## src/rtl/game_session_ctrl.sv

```systemverilog
// Per-session gameplay bookkeeping: gun move/shoot commands, shot cooldown, combo scoring, lives, high-score flag.
// All outputs registered (one cycle after the causing input); no backpressure, every input is sampled every cycle.
module game_session_ctrl #(
  parameter int SCORE_W       = 14,
  parameter int POINTS        = 10,
  parameter int LIVES_INIT    = 3,
  parameter int SHOT_COOLDOWN = 8,
  parameter int COMBO_MAX     = 4,
  parameter int COMBO_TIMEOUT = 60
) (
  input  logic               clk,
  input  logic               rst_n,
  input  logic               frame_tick,
  input  logic [2:0]         game_state,
  input  logic [4:0]         buttons,
  input  logic [1:0]         plus_score,
  input  logic               player_hit,
  input  logic [SCORE_W-1:0] high_score,
  output logic [1:0]         move_gun,
  output logic               shoot,
  output logic [SCORE_W-1:0] score,
  output logic [3:0]         lives,
  output logic [2:0]         combo,
  output logic               new_high,
  output logic               over_req
);

  localparam int PW   = SCORE_W + 6;
  localparam int CD_W = (SHOT_COOLDOWN > 0) ? $clog2(SHOT_COOLDOWN + 1) : 1;
  localparam int TM_W = (COMBO_TIMEOUT > 1) ? $clog2(COMBO_TIMEOUT + 1) : 1;
  localparam logic [SCORE_W-1:0] SCORE_MAX = '1;

  logic [1:0]         move_gun_q, move_gun_d;
  logic               shoot_q, shoot_d;
  logic [SCORE_W-1:0] score_q, score_d;
  logic [3:0]         lives_q, lives_d;
  logic [2:0]         combo_q, combo_d;
  logic               new_high_q, new_high_d;
  logic               over_req_q, over_req_d;
  logic [CD_W-1:0]    cooldown_q, cooldown_d;
  logic [TM_W-1:0]    combo_tmr_q, combo_tmr_d;
  logic [2:0]         prev_state_q, prev_state_d;
  logic               btn_q, btn_d;

  logic          run;
  logic          restart;
  logic [PW-1:0] sum;

  always_comb begin
    move_gun_d   = 2'b00;
    shoot_d      = 1'b0;
    score_d      = score_q;
    lives_d      = lives_q;
    combo_d      = combo_q;
    new_high_d   = new_high_q;
    over_req_d   = 1'b0;
    cooldown_d   = cooldown_q;
    combo_tmr_d  = combo_tmr_q;
    prev_state_d = game_state;
    btn_d        = buttons[0];

    run     = (game_state == 3'd1);
    restart = (prev_state_q != 3'd1 && prev_state_q != 3'd2 && run) ||
              (prev_state_q == 3'd3 && game_state != 3'd3);
    sum     = {6'b0, score_q} + PW'(plus_score) * PW'(POINTS) * PW'(combo_q);

    if (restart) begin
      score_d     = '0;
      lives_d     = 4'(LIVES_INIT);
      combo_d     = 3'd1;
      new_high_d  = 1'b0;
      cooldown_d  = '0;
      combo_tmr_d = '0;
    end else begin
      if (score_q > high_score) new_high_d = 1'b1;

      // Everything below is frozen outside RUN, including both timers.
      if (run) begin
        if (buttons[2])      move_gun_d = 2'b01;
        else if (buttons[4]) move_gun_d = 2'b10;

        // Edges arriving during cooldown are dropped, never queued.
        if (buttons[0] && !btn_q && cooldown_q == '0) begin
          shoot_d    = 1'b1;
          cooldown_d = CD_W'(SHOT_COOLDOWN);
        end else if (frame_tick && cooldown_q != '0) begin
          cooldown_d = cooldown_q - 1'b1;
        end

        if (plus_score != 2'd0) begin
          if (sum > PW'(SCORE_MAX)) score_d = SCORE_MAX;
          else                      score_d = sum[SCORE_W-1:0];
        end

        if (player_hit) begin
          combo_d     = 3'd1;
          combo_tmr_d = '0;
        end else if (plus_score != 2'd0) begin
          combo_d     = (combo_q >= 3'(COMBO_MAX)) ? 3'(COMBO_MAX) : combo_q + 3'd1;
          combo_tmr_d = '0;
        end else if (frame_tick) begin
          if (combo_tmr_q == TM_W'(COMBO_TIMEOUT - 1)) begin
            combo_d     = 3'd1;
            combo_tmr_d = '0;
          end else begin
            combo_tmr_d = combo_tmr_q + 1'b1;
          end
        end

        if (player_hit && lives_q != 4'd0) begin
          lives_d    = lives_q - 4'd1;
          over_req_d = (lives_q == 4'd1);
        end
      end
    end
  end

  always_ff @(posedge clk or negedge rst_n) begin
    if (!rst_n) begin
      move_gun_q   <= 2'b00;
      shoot_q      <= 1'b0;
      score_q      <= '0;
      lives_q      <= 4'(LIVES_INIT);
      combo_q      <= 3'd1;
      new_high_q   <= 1'b0;
      over_req_q   <= 1'b0;
      cooldown_q   <= '0;
      combo_tmr_q  <= '0;
      prev_state_q <= 3'd0;
      btn_q        <= 1'b0;
    end else begin
      move_gun_q   <= move_gun_d;
      shoot_q      <= shoot_d;
      score_q      <= score_d;
      lives_q      <= lives_d;
      combo_q      <= combo_d;
      new_high_q   <= new_high_d;
      over_req_q   <= over_req_d;
      cooldown_q   <= cooldown_d;
      combo_tmr_q  <= combo_tmr_d;
      prev_state_q <= prev_state_d;
      btn_q        <= btn_d;
    end
  end

  assign move_gun = move_gun_q;
  assign shoot    = shoot_q;
  assign score    = score_q;
  assign lives    = lives_q;
  assign combo    = combo_q;
  assign new_high = new_high_q;
  assign over_req = over_req_q;

endmodule

```

## config.mk

```make
export PLATFORM = sky130hd
export DESIGN_NAME = game_session_ctrl
export DESIGN_NICKNAME = d
export VERILOG_FILES = /design/src/rtl/game_session_ctrl.sv
export SDC_FILE = /design/constraint.sdc
export NUM_CORES = 1
export LEC_CHECK = 0
export ABC_AREA = 1
export CORE_MARGIN = 2
export CORE_UTILIZATION = 56
export CTS_BUF_LIST = sky130_fd_sc_hd__clkbuf_8
export CTS_CLUSTER_DIAMETER = 30
export DETAILED_ROUTE_END_ITERATION = 10
export PLACE_DENSITY = 0.83
export SLEW_MARGIN = 30
export SYNTH_ARGS = -nofsm -noshare
export SYNTH_HDL_FRONTEND = slang
export SYNTH_SLANG_ARGS = --single-unit
```

## constraint.sdc

```tcl
create_clock -name clk -period 3.8 [get_ports clk]
set_input_delay 0.76 -clock clk [delete_from_list [all_inputs] [get_ports clk]]
set_output_delay 0.76 -clock clk [all_outputs]
set_load 0.02 [all_outputs]
```

## Yosys cells after proc, flatten, opt, wreduce, memory -nomap -nowiden

Index checks and enable logic that the tools add are counted.

| word-level totals | value |
|---|---|
| bits in registers | 40 |
| output and inout bits | 26 |
| bits of input ports | 28 |
| word-level logic and storage cells | 89 |

| operators by class | value |
|---|---|
| $mul | 2 |
| $add $sub $neg | 5 |
| reductions and logical operators | 25 |
| magnitude comparators | 3 |
| equality and inequality tests | 7 |
| mux-type cells | 36 |

Operator list:

| operator | count |
|---|---|
| 2-to-1 mux 14 bit | 4 |
| 2-to-1 mux 6 bit | 6 |
| 2-to-1 mux 4 bit | 7 |
| 2-to-1 mux 3 bit | 7 |
| nonzero test 4 bit | 4 |
| adder 14 x 9 -> 15 bit | 1 |
| greater-than comparator 15 x 14 -> 1 bit (second input constant) | 1 |
| greater-than comparator 14 bit | 1 |
| nonzero test 2 bit | 5 |
| multiplier 5 x 3 -> 8 bit | 1 |
| 2-to-1 mux 1 bit | 8 |
| 2-to-1 mux 2 bit | 4 |
| AND reduction 2 bit | 4 |
| subtractor 4 x 1 -> 4 bit (second input constant) | 2 |
| logical AND 1 bit | 7 |
| adder 6 x 1 -> 6 bit (second input constant) | 1 |
| equality test 6 bit (second input constant) | 1 |
| inequality test 3 x 2 -> 1 bit (second input constant) | 2 |
| multiplier 2 x 3 -> 5 bit (second input constant) | 1 |
| equality test 4 x 1 -> 1 bit (second input constant) | 1 |
| zero test 4 bit | 1 |
| adder 3 x 1 -> 3 bit (second input constant) | 1 |
| equality test 3 x 1 -> 1 bit (second input constant) | 1 |
| equality test 3 x 2 -> 1 bit (second input constant) | 1 |
| other kinds (6) | 6 |

## Logic depth before layout (Yosys ltp)

Gate-level depths: netlist of the first run.

| logic depth | value |
|---|---|
| depth in word-level cells | 8 |
| mapped depth | 19 |
| depth with buffers taken out | 19 |

## Worst setup path before layout of the first run

OpenSTA, ideal clock, no wires.

| path | value |
|---|---|
| path kind | input-to-reg |
| from | input port plus_score[0] |
| to | register score_q[0], in the netlist score[0] |
| slack | 0.506 ns |
| setup time | 0.128 ns |
| stages | 16 |
| path buffers | 0 |
| arrival | 3.166 ns |
| required time | 3.672 ns |
| path through | nand2_1 fa_1 inv_1 ha_1 fa_1 nand3_1 nand2_1 ha_1 nand2_1 inv_1 a21oi_1 nand2_2 nand3_2 inv_2 nand2_2 o21ai_0 |

| on the way | value |
|---|---|
| longest elaborated chain between the ends | 8 |
| elaborated cells between the ends (all ways) | 11 |
| those cells by class | 1 x add/sub; 2 x mul; 1 x order compare; 4 x mux; 3 x reduce/logical |

Ends and longest elaborated chain:

| element | RTL line | text |
|---|---|---|
| start, declared | 16 | `input logic [1:0] plus_score,` |
| multiplier 2 x 3 -> 5 bit | 65 | `sum = {6'b0, score_q} + PW'(plus_score) * PW'(POINTS) * PW'(combo_q);` |
| multiplier 5 x 3 -> 8 bit | 65 |  |
| adder 14 x 9 -> 15 bit | 65 |  |
| greater-than comparator 15 x 14 -> 1 bit | 91 | `if (sum > PW'(SCORE_MAX)) score_d = SCORE_MAX;` |
| 2-to-1 mux 14 bit | 91 |  |
| 2-to-1 mux 14 bit | 90 | `if (plus_score != 2'd0) begin` |
| 2-to-1 mux 14 bit | 78 | `if (run) begin` |
| 2-to-1 mux 14 bit | 67 | `if (restart) begin` |
| end signal, assigned | 134 | `score_q <= score_d;` |
| end, declared | 35 | `logic [SCORE_W-1:0] score_q, score_d;` |

Parallel ways exist; a longest one is shown, timed or not. The select of a mux whose other input is x is not followed.
A chain may end at the register's enable or synchronous reset.

## Final worst setup path of the first run

| path | value |
|---|---|
| from | input port plus_score[1] |
| to | register score_q[7], in the netlist score[7] |

The elaborated chain is that of the path after synthesis.

==> results.json, run 1 <==
{
  "status": "finished clean",
  "arrival_ns": 3.81,
  "clock_sinks": 40,
  "synth.avg_cell_area_um2": 7.00,
  "finalPower_mw": 1.55,
  "synth_cells": 464,
  "crit_required_ns": 3.99,
  "seqPwrFrac_pct": 36.0,
  "synthArstFlopShare_pct": 100,
  "hold_viol": 0,
  "hold_class": "in -> async",
  "setup_viol": 0,
  "critPathKind": "in -> reg",
  "crit_path_max_fanout": 7,
  "overflow": 0,
  "worst_ir_drop_vdd_mv": 0.322,
  "power.internal_uw": 973,
  "cts_tree": "done",
  "ys_seq_area_share_pct": 30.9,
  "drcViolationCount": 0,
  "final_area_um2": 4150,
  "insertion_delay_ns": 0.30,
  "hpwl_um": 6030,
  "fin_worst_skew_ns": 0.00486,
  "finalNetCount": 609,
  "fin_util_pct": 74.9,
  "fmax_mhz": 276,
  "syn_to_final_growth_pct": 27.8,
  "ant_nets": 0,
  "die_h_um": 80.1,
  "power_frac_clock_pct": 23.9,
  "syn-num-nets": 532,
  "num_rows": 27,
  "via_count": 3206,
  "synthDistinctLibCells": 32,
  "grt_max_degree": 41,
  "cts_buffer_depth": 2,
  "placed_area_um2": 3990,
  "worst_pin_slew_ns": 0.539,
  "maxCapViolations": 0,
  "switching_power_uw": 578,
  "core-area_um2": 5540,
  "place_congestion": 0.861,
  "io_buffers": 51,
  "ys_warn_count": 0,
  "start_util_pct": 58.6,
  "numCtsBuffers": 5,
  "netlist_area_um2": 3250,
  "p_leak_nw": 2.35,
  "start_kind": "input port",
  "dieArea_um2": 6420,
  "yosys_register_bits": 40,
  "synth_edf_count": 0,
  "diodes": 0,
  "htree_levels": 2,
  "p_comb_share_pct": 40.1,
  "wl_per_cell_um": 13.1,
  "slew_violations": 0,
  "n_fill_cell": 428,
  "die_x_um": 80.1,
  "relSlewSlack_pct": 64.1,
  "routed_wl_um": 8020,
  "grt_usage_pct": 26.3,
  "ios": 54,
  "critPathCaptureType": "register",
  "drive_gt1_share_pct": 11.4,
  "drt_iter0_drc": 191,
  "synthFlopType": "dfrtp_1",
  "cts_root_buffer": "clkbuf_8",
  "power_density_nw_per_um2": 374,
  "routed_via_density": 5.22,
  "dr.pass1.iters": 4,
  "grt_pass1_vias": 3153,
  "finalCritPeriodShare_pct": 95.3,
  "path_clk_slew_ns": 0.09,
  "period_needed_ns": 3.62,
  "switching_share_pct": 37.3,
  "antenna_found_initial": 0,
  "grt_pass1_wl_um": 13500
}
-- registers in the layout, summed over array words and instances (netlist names) --
signal	cells
cooldown_q	4
over_req	1
combo	3
shoot	1
prev_state_q	3
btn_q	1
lives	4
score	14
new_high	1
move_gun	2
combo_tmr_q	6
-- critical path, cell delays in order --
cell             delay, ns
clkdlybuf4s50_1       0.48
nand2_1               0.10
fa_1                  0.51
inv_1                 0.04
ha_1                  0.22
fa_2                  0.38
nand3_1               0.09
nand2_1               0.10
ha_1                  0.34
nand2_2               0.11
inv_1                 0.07
a21oi_2               0.15
nand2_2               0.09
nand3_4               0.12
inv_2                 0.06
nand2_4               0.11
nand3_1               0.09
-- synthesized netlist by cell type (3+ instances only) --
master      n  area, µm²
a21oi_1    12       60.1
buf_2       3       15.0
dfrtp_1    37        926
dfstp_2     3       78.8
fa_1        4       80.1
ha_1       36        450
inv_1      79        297
inv_2       3       11.3
nand2_1   146        548
nand2_2     4       25.0
nand3_1    50        250
nand3b_1    4       30.0
nand4_1     7       43.8
nor2_1     32        120
nor3_1      5       25.0
o21ai_0    14       70.1
o21ai_1     3       15.0
xnor2_1     3       26.3
xor2_1      5       43.8
-- cells by family after synthesis --
| family | Yosys count | share of synthesized area [%] |
|---|---|---|
| simple gates | 254 | 33.9 |
| buf+inv | 89 | 11.0 |
| fa+ha+maj | 40 | 16.3 |
| flops | 40 | 30.9 |
| compound gates | 33 | 5.67 |
| xor+xnor | 8 | 2.16 |
-- metal layers --
metal	vias to the layer above	share of wire [%]	global-route usage [%]
met5	-	0	0
met4	0	0.91	6.44
li1	1609	-	-
met2	97	52	49.9
met3	9	5.1	4.27
met1	1491	42	30.6
-- timing repair --
item,in CTS,in global routing
pin swaps,0,1
hold buffers,0,0
endpoints found under the setup margin,7,14
resized for setup,2,12
buffers inserted,0,0
-- per-stage QoR --
stage | setup WS, ns | instances | hold WS, ns | setup TNS, ns
2_1_floorplan | 0.506 | 464 | 0.464 | 0
3_3_place_gp | -0.264 | 606 | 0.496 | -2.77
3_5_place_dp | -0.419 | 606 | 0.503 | -4.51
4_1_cts | 0.00730 | 614 | 0.516 | 0
5_1_grt | -0.0153 | 614 | 0.477 | -0.0324
6_report | 0.180 | 614 | 0.421 | 0
-- power by group through the flow --
stage / Sequential (mW) / Combinational, mW / Clock [mW]
global route: 0.566 / 0.704 / 0.391
global placement: 0.561 / 0.581 / 0
detailed placement: 0.563 / 0.605 / 0
finish: 0.558 / 0.623 / 0.371
floorplan: 0.594 / 0.341 / 0
CTS: 0.556 / 0.612 / 0.372
-- final timing paths --
path,slack (ns),endpoint,from,cells past startpoint
max reg2reg,0.55,score[7],combo[0],16
min reg2reg,0.51,combo[0],combo[0],2
max,0.18,score[7],plus_score[1],17
max in group asynchronous,2.98,combo[0],rst_n,1
min in group clk,0.51,combo[0],combo[0],2
min,0.42,score[9],rst_n,1
-- cells in the final DEF (no fill, tap or decap), drive strengths merged, types with 4 or more instances in the layout --
| cell type | synthesis | routed |
|---|---|---|
| fa | 4 | 4 |
| clkbuf | 0 | 5 |
| nor2 | 34 | 34 |
| xor2 | 5 | 5 |
| nand2 | 151 | 151 |
| nand3 | 51 | 51 |
| nand4 | 8 | 8 |
| nor3 | 5 | 5 |
| a21oi | 12 | 12 |
| o21ai | 18 | 18 |
| inv | 82 | 83 |
| dfrtp | 37 | 37 |
| ha | 36 | 36 |
| buf | 6 | 26 |
| nand3b | 4 | 4 |
| clkdlybuf4s50 | 0 | 49 |
-- layout make-up --
class / instances / area (µm²) / area share, %
multi-input cells: 335 / 1930 / 46.5
repair buffers: 76 / 698 / 16.8
clock inverters: 3 / 46.3 / 1.12
flip-flops and latches: 40 / 1000 / 24.2
well taps: 72 / 90.1 / 2.17
inverters: 83 / 313 / 7.54
clock buffers: 5 / 68.8 / 1.66
(Power assumes the default switching activity.)
==> run 2: changes to the inputs <==
--- a/config.mk
+++ b/config.mk
@@ -11,6 +11,7 @@
 export CTS_BUF_LIST = sky130_fd_sc_hd__clkbuf_8
 export CTS_CLUSTER_DIAMETER = 30
 export DETAILED_ROUTE_END_ITERATION = 10
+export GPL_TIMING_DRIVEN = 1
 export PLACE_DENSITY = 0.83
 export SLEW_MARGIN = 30
 export SYNTH_ARGS = -nofsm -noshare
==> results of run 2 <==
Final layout, timing and power as in run 1 (identical DEF).
==> run 3: changes to the inputs <==
--- a/config.mk
+++ b/config.mk
@@ -10,6 +10,7 @@
 export CORE_UTILIZATION = 56
 export CTS_BUF_LIST = sky130_fd_sc_hd__clkbuf_8
 export CTS_CLUSTER_DIAMETER = 30
+export CTS_CLUSTER_SIZE = 28
 export DETAILED_ROUTE_END_ITERATION = 10
 export GPL_TIMING_DRIVEN = 1
 export PLACE_DENSITY = 0.83
==> results of run 3 <==
Final layout, timing and power as in run 1 (identical DEF).
